<file path="config.mk">
export PLATFORM = sky130hd
export DESIGN_NAME = adder_acc
export DESIGN_NICKNAME = d
export VERILOG_FILES = /design/src/rtl/adder_acc.sv
export SDC_FILE = /design/constraint.sdc
export NUM_CORES = 1
export LEC_CHECK = 0
export ABC_AREA = 1
export CAP_MARGIN = 10
export CELL_PAD_IN_SITES_DETAIL_PLACEMENT = 2
export CELL_PAD_IN_SITES_GLOBAL_PLACEMENT = 2
export CORE_MARGIN = 2
export CORE_UTILIZATION = 23
export DETAILED_ROUTE_END_ITERATION = 10
export GPL_TIMING_DRIVEN = 1
export PLACE_DENSITY_LB_ADDON = 0.12
export SETUP_SLACK_MARGIN = 0.02
export SYNTH_ARGS = -nofsm -noshare
export SYNTH_HDL_FRONTEND = slang
export SYNTH_SLANG_ARGS = --single-unit
</file>
<file path="constraint.sdc">
create_clock -name clk -period 1.8 [get_ports clk]
set_clock_uncertainty 0.15 [all_clocks]
set_input_delay 0.18 -clock clk [delete_from_list [all_inputs] [get_ports clk]]
set_output_delay 0.18 -clock clk [all_outputs]
set_load 0.05 [all_outputs]
</file>
<file path="src/rtl/adder_acc.sv">
// Registered add/sub/accumulate/load unit with carry/borrow, sticky overflow and optional saturation.
// One-cycle latency through a single output register; in_ready = !out_valid || out_ready.
module adder_acc #(
  parameter int unsigned WIDTH = 4,
  parameter bit          SAT   = 1'b0
) (
  input  logic             clk,
  input  logic             rst_n,
  input  logic             in_valid,
  output logic             in_ready,
  input  logic [WIDTH-1:0] a,
  input  logic [WIDTH-1:0] b,
  input  logic [1:0]       mode,
  output logic             out_valid,
  input  logic             out_ready,
  output logic [WIDTH-1:0] q,
  output logic             cout,
  output logic             ovf
);

  typedef enum logic {
    ST_EMPTY = 1'b0,
    ST_FULL  = 1'b1
  } state_e;

  typedef enum logic [1:0] {
    MODE_ADD  = 2'd0,
    MODE_SUB  = 2'd1,
    MODE_ACC  = 2'd2,
    MODE_LOAD = 2'd3
  } mode_e;

  localparam logic [WIDTH-1:0] ALL_ONES = '1;

  state_e           state_q, state_d;
  logic [WIDTH-1:0] q_q, q_d;
  logic [WIDTH-1:0] acc_q, acc_d;
  logic             cout_q, cout_d;
  logic             ovf_q, ovf_d;

  mode_e            op;
  logic             accept;
  logic [WIDTH-1:0] add_rhs;
  logic [WIDTH:0]   add_sum;
  logic [WIDTH-1:0] sub_diff;
  logic             sub_borrow;

  assign op       = mode_e'(mode);
  assign in_ready = (state_q == ST_EMPTY) || out_ready;
  assign accept   = in_valid && in_ready;

  // Add and accumulate share one adder; only the second operand differs.
  assign add_rhs    = (op == MODE_ACC) ? acc_q : b;
  assign add_sum    = {1'b0, a} + {1'b0, add_rhs};
  assign sub_diff   = a - b;
  assign sub_borrow = (a < b);

  always_comb begin
    state_d = state_q;
    q_d     = q_q;
    cout_d  = cout_q;
    acc_d   = acc_q;
    ovf_d   = ovf_q;
    if (accept) begin
      state_d = ST_FULL;
      case (op)
        MODE_ADD, MODE_ACC: begin
          cout_d = add_sum[WIDTH];
          q_d    = (SAT && add_sum[WIDTH]) ? ALL_ONES : add_sum[WIDTH-1:0];
        end
        MODE_SUB: begin
          cout_d = sub_borrow;
          q_d    = (SAT && sub_borrow) ? '0 : sub_diff;
        end
        MODE_LOAD: begin
          cout_d = 1'b0;
          q_d    = a;
        end
      endcase
      // Accumulator tracks the delivered (possibly saturated) result.
      if (op == MODE_ACC) begin
        acc_d = q_d;
      end
      if (op == MODE_LOAD) begin
        acc_d = a;
        ovf_d = 1'b0;
      end else begin
        ovf_d = ovf_q | cout_d;
      end
    end else if (out_ready) begin
      state_d = ST_EMPTY;
    end
  end

  always_ff @(posedge clk or negedge rst_n) begin
    if (!rst_n) begin
      state_q <= ST_EMPTY;
      q_q     <= '0;
      cout_q  <= 1'b0;
      acc_q   <= '0;
      ovf_q   <= 1'b0;
    end else begin
      state_q <= state_d;
      q_q     <= q_d;
      cout_q  <= cout_d;
      acc_q   <= acc_d;
      ovf_q   <= ovf_d;
    end
  end

  assign out_valid = (state_q == ST_FULL);
  assign q         = q_q;
  assign cout      = cout_q;
  assign ovf       = ovf_q;

  // A stalled result must not change underneath the consumer.
  hold_stable_a: assert property (@(posedge clk) disable iff (!rst_n)
    (out_valid && !out_ready) |=> (out_valid && $stable(q) && $stable(cout)));

endmodule

</file>
==> results of run 1 <==
## registers in the layout, summed over array words and instances, names as in the netlist
signal     cells
ovf            1
cout           1
out_valid      1
q              4
acc_q          4
## per-stage QoR
stage                     utilization  hold slack, ns  TNS [ns]  cells
after floorplan                     -          -0.266         0    118
after CTS                       0.386           0.163    -0.163    209
after global placement          0.334           0.316     -3.74    199
final                           0.395           0.152    -0.177    210
after detailed placement        0.334           0.321     -4.82    199
after global routing            0.395           0.193    -0.844    210
## power by group
group          internal (mW)  switching (mW)
clock                  0.155          0.0871
combinational          0.219           0.332
sequential             0.299          0.0272
total                  0.673           0.446
## synthesized netlist by cell type
master	instances	area (um^2)
a21oi_1	8	40.0
dfrtp_1	11	275
fa_1	2	40.0
ha_1	9	113
inv_1	18	67.6
inv_2	4	15.0
nand2_1	37	139
nand2_2	4	25.0
nand3_1	12	60.1
nor2_1	1	3.75
nor2_2	1	6.26
o21ai_0	5	25.0
o21ai_1	3	15.0
o221ai_1	2	17.5
xnor2_1	1	8.76
## per-layer routing
layer	global-route usage	up-vias
met5	0	-
met4	0.0160	0
met3	0.0365	2
met2	0.302	14
met1	0.189	486
li1	-	463
## timing repair
| action | CTS | global route |
|---|---|---|
| pin swaps | 15 | 6 |
| buffers inserted | 6 | 1 |
| endpoints found under the setup margin | 8 | 8 |
| endpoints found under the hold margin | 0 | 0 |
| gates resized for setup | 31 | 13 |
## area by class of cell
cell class / instances / area (um^2)
Clock buffer: 4 / 45.0
Fill cell: 419 / 2180
Inverter: 22 / 82.6
Multi-Input combinational cell: 85 / 614
Sequential cell: 11 / 275
Tap cell: 48 / 60.1
Timing Repair Buffer: 40 / 345
## cells in the final DEF (no fill, tap or decap), drive strengths merged
cell / n
nand3: 12
dlymetal6s2s: 3
fa: 2
nand2: 41
o21ai: 8
a21oi: 8
inv: 22
clkdlybuf4s50: 7
nor2: 2
buf: 27
xnor2: 1
clkbuf: 6
o221ai: 2
dfrtp: 11
dlygate4sd2: 1
ha: 9
## final timing paths
| path | from | endpoint | slack [ns] | depth (start not counted) |
|---|---|---|---|---|
| max | acc_q[0] | acc_q[2] | -0.08 | 10 |
| min | rst_n | q[3] | 0.15 | 1 |
| max reg2reg | acc_q[0] | acc_q[2] | -0.08 | 10 |
| min reg2reg | q[1] | q[1] | 0.33 | 2 |
| max in group asynchronous | rst_n | acc_q[3] | 0.99 | 1 |
| min in group clk | mode[0] | q[1] | 0.28 | 5 |
## cells by family (layout without fill, tap and decap cells)
group | Yosys count | in the layout | share of synthesized area
adder cells (fa/ha/maj) | 11 | 11 | 0.179
XOR/XNOR | 1 | 1 | 0.0103
AND/OR/NAND/NOR | 55 | 55 | 0.275
buffers and inverters | 22 | 66 | 0.0970
flip-flops | 11 | 11 | 0.324
AO/OA/AOI/OAI | 18 | 18 | 0.115
==> impl_metrics.tcl, run 1 <==
set metrics [dict create \
    p_per_area_nw_per_um2 787 \
    drv_cap 0 \
    status "finished with violations" \
    cts_num_sinks 11 \
    place_congestion 0.758 \
    dp_hpwl_um 2370 \
    rows 22 \
    hold_buffers 0 \
    postSynthAreaPerCell_um2 7.21 \
    syn2layout_area_growth_pct 67.2 \
    drc 0 \
    period_share 1.04 \
    hold_class "primary input to async pin" \
    fmax_ghz 0.532 \
    placed_area_um2 1200 \
    viasPerCell 4.60 \
    grt_pass1_vias 1057 \
    design_area_um2 1420 \
    finalWorstSetupSlack_ns -0.0787 \
    critPathBufInv 2 \
    grt_pass1_wl_um 5080 \
    yosysSeqAreaShare 0.324 \
    rsz0062_at_grt "true" \
    topRoutingLayerUsed "met4" \
    cts_buffer_depth 2 \
    layout.nets 188 \
    first_pass_iters 4 \
    cts.reportedPaths.clkPinSlew_ns 0.05 \
    end_kind "flip-flop" \
    cpMaxStageDelayCell "fa_2" \
    die-area_um2 4200 \
    ioPinCount 22 \
    drt_iter0_markers 11 \
    critPathArrivalTime_ns 1.84 \
    grt_overflow 0 \
    wl_per_cell_um 14.9 \
    period_needed_ns 1.88 \
    htreeDepth 1 \
    m1WireLength_um 1300 \
    finalHoldViolCount 0 \
    dr_total_vias 965 \
    crit_required_ns 1.76 \
    dieHeight_um 64.8 \
    violations "setup timing" \
    leakage_nw 0.752 \
    power_mw 1.12 \
    cts_tree "done" \
    start_util 0.236 \
    insertedDiodeCount 0 \
    core_um2 3610 \
    preCtsSetupSlack_ns -0.631 \
    synth_cell_types 15 \
    port_buffers 21 \
    grt_max_degree 12 \
    clock_latency_ns 0.23 \
    slowest_delay_ns 0.37 \
    vdd_ir_drop_max_mv 0.457 \
    met3_length_um 74 \
    slew_headroom 0.639 \
    maxSlewViolCount 0 \
    setup_violations 3 \
    cts_inserted_buffers 3 \
    antenna_found_initial 0 \
    syn_area_um2 851 \
    dieWidth_um 64.8 \
    cts_root_buf "clkbuf_8" \
    drive_gt1_frac 0.438 \
    synth_cells 118 \
    crit_fanout 2 \
    path_delay_family "adder cells" \
    ant_nets 0 \
    ys_seq_elements 11 \
    wl_met2_um 1730 \
    grtUsageTotal 0.160 \
    syn_nets 143 \
    yosys_warnings 0 \
    tightest_slew_ns 0.539 \
    wirelength_um 3130 \
    worstSetupPathType "flip-flop to flip-flop" \
    worstSetupStartpointType "flip-flop" \
    cp_cell_sequence "inv_2, o21ai_2, ha_2, inv_2, fa_2, xnor2_2, nand2_1, nand3_2, nand2_1, o21ai_1" \
]
No activity file was read; power rests on OpenSTA's default activity.
==> run 2: changes to the inputs <==
PLACE_DENSITY = 0.77   (was default)
PLACE_DENSITY_LB_ADDON = default   (was 0.12)
==> run 2 against run 1 <==
- the flow still finishes with violations (setup timing)
- via count increased by 0.62%
- worst setup slack got worse by 0.040 ns
- utilization increased by 0.24 points
- sequential share of layout area fell by 0.12 points
- total power rose by 3.8%
- die area is the same
- sequential power up 1%
- first-iteration DRC count fell by 27%
- critical path depth unchanged
- register-to-register slack lost 0.04 ns
- critical endpoint unchanged
- largest cell class unchanged
==> impl_metrics.tcl, run 2 (same netlist as run 1, synthesis figures left out) <==
set metrics [dict create \
    cts_tree "done" \
    r2r-start "acc_q[0]" \
    period_share 1.07 \
    vdd_ir_drop_max_mv 0.378 \
    tightest_slew_ns 0.539 \
    start_util 0.236 \
    drt_iter0_markers 8 \
    crit_fanout 2 \
    dr_total_vias 971 \
    dp_cells 200 \
    grt_overflow 0 \
    layout_commonest_cell "nand2_1" \
    cts_buffer_depth 2 \
    finalWorstSetupSlack_ns -0.118 \
    finalHoldViolCount 0 \
    grt_pass1_wl_um 5940 \
    drv_cap 0 \
    grtUsageTotal 0.193 \
    grt_max_degree 12 \
    drc 0 \
    dieHeight_um 64.8 \
    fin_hold_ws_ns 0.140 \
    preCtsSetupSlack_ns -0.673 \
    end_kind "flip-flop" \
    worstSetupStartpointType "flip-flop" \
    fill_cells 414 \
    cpMaxStageDelayCell "fa_2" \
    port_buffers 21 \
    die-area_um2 4200 \
    layout.nets 187 \
    hold_class "primary input to async pin" \
    reg2reg_depth 10 \
    syn2layout_area_growth_pct 68.2 \
    grt_pass1_vias 1150 \
    violations "setup timing" \
    setup_violations 7 \
    cts_num_sinks 11 \
    core_um2 3610 \
    finalSetupTns_ns -0.399 \
    status "finished with violations" \
    ant_nets 0 \
    instances_no_fill 209 \
    insertedDiodeCount 0 \
    dp_hpwl_um 2590 \
    cts_root_buf "clkbuf_8" \
    cts.reportedPaths.clkPinSlew_ns 0.05 \
    antenna_found_initial 0 \
    clock_latency_ns 0.24 \
    rows 22 \
    maxSlewViolCount 0 \
    power_mw 1.16 \
    ioPinCount 22 \
    p_per_area_nw_per_um2 811 \
    slew_headroom 0.640 \
    mostFrequentLayoutCells "nand2_1, buf_4, inv_1, dfrtp_1, nand2_2" \
    first_pass_iters 4 \
    crit_required_ns 1.77 \
    critPathBufInv 2 \
    r2r_setup_slack_ns -0.12 \
    cp_cell_sequence "inv_2, o21ai_2, ha_2, inv_2, fa_2, xnor2_2, nand2_1, nand3_2, nand2_1, o21ai_2" \
    hold_buffers 0 \
    wl_per_cell_um 17.2 \
    cts_inserted_buffers 3 \
    drive_gt1_frac 0.429 \
    path_delay_family "adder cells" \
    leakage_nw 0.741 \
    wirelength_um 3590 \
    regToRegEndpoint "acc_q[2]" \
    slowest_delay_ns 0.38 \
    fmax_ghz 0.521 \
    critPathArrivalTime_ns 1.89 \
    worstSetupPathType "flip-flop to flip-flop" \
    rsz0062_at_grt "true" \
    dieWidth_um 64.8 \
    place_congestion 0.817 \
    period_needed_ns 1.92 \
    htreeDepth 1 \
    viasPerCell 4.65 \
]
-- run 2: cell types whose count changed in the layout (fill, tap and decap cells not counted), moves of 2 or more --
cell / delta
nand2_2: +5
dlygate4sd2_1: +3
inv_1: +2
a21oi_1: -2
inv_2: -2
a21oi_2: +2
nand3_1: +2
nand3_2: -2
clkbuf_2: -2
nand2_1: -5
-- run 2: worst max path at each step --
| stage | startpoint | endpoint | slack (ns) | depth (start not counted) |
|---|---|---|---|---|
| 2_1_floorplan | mode[0] | ovf | 0.02 | 13 |
| 3_3_place_gp | mode[0] | acc_q[1] | -0.50 | 11 |
| 3_5_place_dp | mode[1] | acc_q[3] | -0.67 | 12 |
| 4_1_cts | acc_q[0] | q[1] | -0.05 | 8 |
| 5_1_grt | acc_q[0] | acc_q[2] | -0.21 | 10 |
| 6_report | acc_q[0] | acc_q[2] | -0.12 | 10 |
-- run 2: power breakdown --
part           internal, mW  switching [mW]  leakage [nW]
Clock                 0.156          0.0975        0.0228
Sequential            0.299          0.0308         0.136
Combinational         0.224           0.354         0.582
-- run 2: metrics by stage --
stage | instance area (um^2) | utilization
2_1_floorplan | 851 | -
3_3_place_gp | 1210 | 0.336
3_5_place_dp | 1210 | 0.336
4_1_cts | 1380 | 0.382
5_1_grt | 1430 | 0.397
6_report | 1430 | 0.397
-- run 2: worst reg2reg max path: stages, from the launching register on --
cell and delay [ns]:
dfrtp_1 0.36, inv_2 0.06, o21ai_2 0.11, ha_2 0.20
inv_2 0.04, fa_2 0.38, xnor2_2 0.16, nand2_1 0.08
nand3_2 0.10, nand2_1 0.09, o21ai_2 0.06
-- run 2: area by class of cell --
type | instances | area (um^2) | area share
clock buffers | 4 | 45.0 | 0.0315
inverters | 22 | 82.6 | 0.0577
multi-input cells | 85 | 631 | 0.441
flip-flops and latches | 11 | 275 | 0.192
well taps | 48 | 60.1 | 0.0420
repair buffers | 39 | 338 | 0.236
-- run 2: per-layer routing --
metal / part of all wire / routed length, um / track usage
met5: 0 / 0 / 0
met4: 0.011 / 40 / 0.0505
met3: 0.029 / 105 / 0.0347
met2: 0.56 / 2000 / 0.371
met1: 0.40 / 1440 / 0.215
-- run 2: timing repair --
action / CTS / global route
gates resized for setup: 29 / 13
buffers inserted: 5 / 0
setup endpoints to repair: 8 / 8
pin swaps: 11 / 5
cloned: 0 / 0
==> run 3: changes to the inputs <==
GPL_TIMING_DRIVEN = default   (was 1)
==> results of run 3 <==
Same layout as run 2: the final DEF is identical, and so are final timing and power.
